File: src/rtl/seg7_pkg.sv
// Shared constants and the hex-to-segment table for the
// multiplexed seven-segment scan controller.
package seg7_pkg;

    localparam logic [7:0] SEG_OFF = 8'hFF;
    localparam logic [7:0] AN_OFF  = 8'hFF;

    // Active-low g..a patterns, entry n at HEX_SEG[n]
    localparam logic [15:0][6:0] HEX_SEG = {
        7'h0E, 7'h06, 7'h21, 7'h46,
        7'h03, 7'h08, 7'h10, 7'h00,
        7'h78, 7'h02, 7'h12, 7'h19,
        7'h30, 7'h24, 7'h79, 7'h40
    };

endpackage

File: src/rtl/seg7_decode.sv
// Combinational nibble + decimal point to active-low
// segment pattern {dp, g..a}.
module seg7_decode
    import seg7_pkg::*;
(
    input  logic [3:0] nibble,
    input  logic       dp,
    output logic [7:0] seg
);

    assign seg = {~dp, HEX_SEG[nibble]};

endmodule

File: src/rtl/seg7_scan_ctrl.sv
// Time-multiplexed seven-segment scanner with frame-aligned
// double-buffered loads, PWM brightness and digit blinking.
module seg7_scan_ctrl
    import seg7_pkg::*;
#(
    parameter int N_DIGITS     = 4,
    parameter int DIV          = 8000,
    parameter int BRIGHT_W     = 3,
    parameter int BLINK_FRAMES = 64
) (
    input  logic                  clk,
    input  logic                  rst,
    input  logic [4*N_DIGITS-1:0] din,
    input  logic [N_DIGITS-1:0]   dp,
    input  logic [N_DIGITS-1:0]   blank,
    input  logic [N_DIGITS-1:0]   blink,
    input  logic [BRIGHT_W-1:0]   bright,
    input  logic                  load,
    output logic                  busy,
    output logic                  frame_start,
    output logic [N_DIGITS-1:0]   AN,
    output logic [7:0]            SEG
);

    localparam int QW = (DIV > 1) ? $clog2(DIV) : 1;
    localparam int CW = (N_DIGITS > 1) ? $clog2(N_DIGITS) : 1;
    localparam int FW = (BLINK_FRAMES > 1) ? $clog2(BLINK_FRAMES) : 1;
    localparam int PW = QW + BRIGHT_W + 1;

    logic [QW-1:0] q;
    logic [CW-1:0] cntr;
    logic [FW-1:0] fcnt;
    logic          phase;
    logic          en;
    logic          last;
    logic          fb;

    logic [4*N_DIGITS-1:0] s_din;
    logic [N_DIGITS-1:0]   s_dp;
    logic [N_DIGITS-1:0]   s_blank;
    logic [N_DIGITS-1:0]   s_blink;
    logic [BRIGHT_W-1:0]   s_bright;

    logic [4*N_DIGITS-1:0] a_din;
    logic [N_DIGITS-1:0]   a_dp;
    logic [N_DIGITS-1:0]   a_blank;
    logic [N_DIGITS-1:0]   a_blink;
    logic [BRIGHT_W-1:0]   a_bright;

    logic [3:0]          nib;
    logic                dp_sel;
    logic                blank_sel;
    logic                blink_sel;
    logic [N_DIGITS-1:0] an_sel;
    logic [PW-1:0]       t_on;
    logic                dark;
    logic [7:0]          seg_lit;

    assign en   = (q == QW'(DIV - 1));
    assign last = (cntr == CW'(N_DIGITS - 1));
    assign fb   = en && last;

    always_ff @(posedge clk) begin
        if (rst) begin
            q    <= '0;
            cntr <= '0;
        end else begin
            q <= en ? '0 : q + QW'(1);
            if (en)
                cntr <= last ? '0 : cntr + CW'(1);
        end
    end

    always_ff @(posedge clk) begin
        if (rst) begin
            fcnt  <= '0;
            phase <= 1'b0;
        end else if (fb) begin
            if (fcnt == FW'(BLINK_FRAMES - 1)) begin
                fcnt  <= '0;
                phase <= ~phase;
            end else begin
                fcnt <= fcnt + FW'(1);
            end
        end
    end

    // A load on the boundary cycle still lands in staging and stays pending
    always_ff @(posedge clk) begin
        if (rst) begin
            s_din    <= '0;
            s_dp     <= '0;
            s_blank  <= '1;
            s_blink  <= '0;
            s_bright <= '1;
            busy     <= 1'b0;
        end else begin
            if (load) begin
                s_din    <= din;
                s_dp     <= dp;
                s_blank  <= blank;
                s_blink  <= blink;
                s_bright <= bright;
            end
            if (load)
                busy <= 1'b1;
            else if (fb)
                busy <= 1'b0;
        end
    end

    always_ff @(posedge clk) begin
        if (rst) begin
            a_din    <= '0;
            a_dp     <= '0;
            a_blank  <= '1;
            a_blink  <= '0;
            a_bright <= '1;
        end else if (fb && busy) begin
            a_din    <= s_din;
            a_dp     <= s_dp;
            a_blank  <= s_blank;
            a_blink  <= s_blink;
            a_bright <= s_bright;
        end
    end

    always_comb begin
        nib       = '0;
        dp_sel    = 1'b0;
        blank_sel = 1'b1;
        blink_sel = 1'b0;
        an_sel    = AN_OFF[N_DIGITS-1:0];
        for (int k = 0; k < N_DIGITS; k++) begin
            if (cntr == CW'(k)) begin
                nib       = a_din[4*k +: 4];
                dp_sel    = a_dp[k];
                blank_sel = a_blank[k];
                blink_sel = a_blink[k];
                an_sel[k] = 1'b0;
            end
        end
    end

    assign t_on = ((PW'(a_bright) + PW'(1)) * PW'(DIV)) >> BRIGHT_W;

    assign dark = blank_sel
               || (phase && blink_sel)
               || !(PW'(q) < t_on);

    seg7_decode u_dec (
        .nibble (nib),
        .dp     (dp_sel),
        .seg    (seg_lit)
    );

    always_ff @(posedge clk) begin
        if (rst) begin
            AN          <= AN_OFF[N_DIGITS-1:0];
            SEG         <= SEG_OFF;
            frame_start <= 1'b0;
        end else begin
            AN          <= dark ? AN_OFF[N_DIGITS-1:0] : an_sel;
            SEG         <= dark ? SEG_OFF : seg_lit;
            frame_start <= (q == '0) && (cntr == '0);
        end
    end

endmodule

File: config.mk
export PLATFORM = sky130hd
export DESIGN_NAME = seg7_scan_ctrl
export DESIGN_NICKNAME = d
export VERILOG_FILES = /design/src/rtl/seg7_pkg.sv /design/src/rtl/seg7_decode.sv /design/src/rtl/seg7_scan_ctrl.sv
export SDC_FILE = /design/constraint.sdc
export NUM_CORES = 1
export LEC_CHECK = 0
export CAP_MARGIN = 0
export CORE_MARGIN = 5
export CORE_UTILIZATION = 30
export DETAILED_ROUTE_END_ITERATION = 7
export PLACE_DENSITY_LB_ADDON = 0.25
export SYNTH_ARGS = -nofsm -noshare
export SYNTH_HDL_FRONTEND = slang
export SYNTH_SLANG_ARGS = --single-unit
File: constraint.sdc
create_clock -name clk -period 5.1 [get_ports clk]
set_input_delay 1.275 -clock clk [delete_from_list [all_inputs] [get_ports clk]]
set_output_delay 1.275 -clock clk [all_outputs]
set_load 0.005 [all_outputs]
==> impl_metrics.toml <==
[timing]
finClkSkew_ns = 0.00988
finalCritPeriodShare_pct = 93.0
drv_slew = 0
fmax_mhz = 211
setup_viol = 0
tns_ns = 0
fin_ws_ns = 0.355
relSlewSlack_pct = 27.3
fin_crit_ns = 4.75
tightest_slew_ns = 1.09
rsz0062_at_grt = "false"
finalHoldViolCount = 0

[worst_hold_path]
worstHoldStart = "a_din[5]"
hp-class = "flip-flop to flip-flop"
hold_path_end = "a_din[5]"
hold_depth = 2

[clock_tree]
ctsHoldBuffers = 0
cts_resized = 0
clock_sinks = 98
post-cts-setup-buffers = 0
cts_tree = "done"
cts_max_level = 3
cts_inserted_buffers = 9
cts_buffer_depth = 2
clk_latency_ns = 0.35
clk_pin_slew_ns = 0.07
cts_root_buf = "clkbuf_16"

[synth]
syn_inst = 540
synth_area_mm2 = 0.00489
yosysTopAreaCellShare_pct = 40.1
ys_types = 50
synth_warnings = 0
avgSynthCellArea_um2 = 9.06
ys_seq_elements = 98
synth.largest_area_cell = "dfxtp_1"
synthTopCellsByArea = "dfxtp_1, ha_1, nand2_1"
ys_seq_area_share_pct = 40.1
synth_fp_nets = 615

[finish]
seq_area_mm2 = 0.00196
mostFrequentLayoutCell = "dfxtp_1"
multi_input_area_mm2 = 0.00259
n_antenna_cell = 0
final_cell_mix = "dfxtp_1, nand2_1, nor2_1"
fin_nets = 647
nFillCells = 1637
layout-drive-gt1-share_pct = 5.90
syn_to_final_growth_pct = 17.3

[worst_setup_path]
regToRegStartpoint = "a_bright[0]"
r2r_slack_ns = 0.35
required_ns = 5.27
reg2reg_depth = 19
arrival_ns = 4.92
rr_endpoint = "SEG[1]"
critPathCaptureType = "flip-flop"
path_max_fanout = 12
start_kind = "flip-flop"
worstSetupPathType = "flip-flop to flip-flop"

[drt]
wire_per_inst_um = 12.8
drt-total-wl_um = 10100
drt_first_iter_violations = 182
num_vias = 3623
postRouteAntennaNets = 0
drc_errors = 0
vias_per_cell = 4.57
drt-pass1-iter-count = 4

[grt]
grt_pass1_vias = 3515
grt_pass1_wl_um = 17000
grt_max_degree = 76
grt_overflow = 0
grt_antenna_before_repair = 0
grt_use_total_pct = 11.2

[die]
die_h_um = 138
io_pins = 48
start_util_pct = 30.7
core-area_mm2 = 0.0159
rows = 46
die-width_um = 138
dieArea_mm2 = 0.0190

[pwr]
p_per_area_mw_per_mm2 = 272
total_power_uw = 1560
p_leak_uw = 0.00234
clkPwrFrac_pct = 44.1
ir_worst_vdd_mv = 0.143
seqPwrFrac_pct = 50.9
combPwrFrac_pct = 4.9
power_switching_uw = 340
swShare_pct = 21.8
internal_power_uw = 1220

[placement]
dpl.hpwl_um = 7380
pre_cts_slack_ns = 0.296
place.gp.congestion = 0.812
portBuffers = 47

[job]
maxCapViolCount = 0

[outcome]
status = "finished clean"
## per-stage QoR
step	hold WS, ns	std cells	utilization (%)	instance area (um^2)
final	0.456	792	36.0	5740
after global routing	0.470	792	36.0	5740
after CTS	0.456	792	36.0	5740
after detailed placement	0.447	777	34.1	5440
after global placement	0.440	777	34.1	5440
after floorplan	0.427	540	-	4890
## cells by family after synthesis
family	Yosys count	share of synthesized area, %
muxes	29	6.19
AOI/OAI and AO/OA	84	10.9
DFF	98	40.1
xor gates and xnor gates	26	4.65
adders and majority gates	41	11.6
and+or+nand+nor	198	19.7
buffers and inverters	64	6.95
## how the worst max path moves through the flow
stage | endpoint | from
5_1_grt | SEG[1] | a_bright[0]
4_1_cts | SEG[1] | a_bright[0]
2_1_floorplan | SEG[1] | a_bright[0]
6_report | SEG[1] | a_bright[0]
3_5_place_dp | SEG[1] | a_bright[0]
3_3_place_gp | SEG[2] | a_bright[0]
## cells in the mapped netlist, drive strengths merged
cell type,instances
nand3,8
xnor2,10
and3,3
mux4,1
dfxtp,98
o221ai,4
nor4,4
a211oi,1
nand4,6
xor2,16
fa,7
or3,1
nor3,4
o31ai,1
a221o,4
nor2b,13
or2,4
nand2,83
bufbuf,1
a2111oi,1
a22oi,4
nand2b,1
a21oi,45
nor2,56
ha,34
a211o,8
o211ai,3
a21o,4
buf,16
or3b,2
o311ai,2
inv,35
and2,4
a221oi,1
clkbuf,12
o21ai,6
mux2i,28
nand3b,7
and4,1
or4,1
## area by class of cell
type | instances | area share (%)
repair buffers | 50 | 8.41
clock inverters | 5 | 1.09
clock buffers | 10 | 4.16
well taps | 216 | 4.71
multi-input cells | 378 | 45.2
inverters | 35 | 2.29
flip-flops and latches | 98 | 34.2
## power groups by stage
stage	registers [uW]	clock network (uW)	logic, uW
CTS	796	713	78.6
global placement	813	0	76.9
global route	797	748	84.7
floorplan	809	0	42.4
detailed placement	813	0	78.3
finish	796	690	77.2
## metal layers
layer / track usage [%] / vias to the layer above / share of wire [%]
li1: - / 1869 / -
met1: 15.1 / 1675 / 50
met2: 17.7 / 66 / 45
met3: 2.26 / 13 / 3.4
met4: 4.39 / 0 / 1.6
met5: 0 / - / 0
## critical path, stage by stage (launching register included)
cell      delay (ns)
dfxtp_1         0.53
ha_1            0.31
xor2_1          0.23
inv_1           0.15
fa_1            0.62
inv_1           0.10
fa_1            0.50
inv_1           0.04
ha_1            0.35
a21o_1          0.18
nand2_1         0.05
o311ai_0        0.14
xor2_1          0.18
ha_1            0.31
a21o_1          0.18
a21oi_1         0.12
o21ai_0         0.09
a21oi_1         0.16
buf_4           0.20
o221ai_1        0.14
## registers in the layout (all words and copies together), names as in the netlist, 2 cells and up
signal / cells
AN: 4
fcnt: 6
a_din: 16
SEG: 8
a_dp: 4
s_din: 16
a_bright: 3
s_bright: 3
cntr: 2
a_blank: 4
q: 13
s_blink: 4
s_blank: 4
s_dp: 4
a_blink: 4
Note: power is estimated with default switching activity, not from simulation.
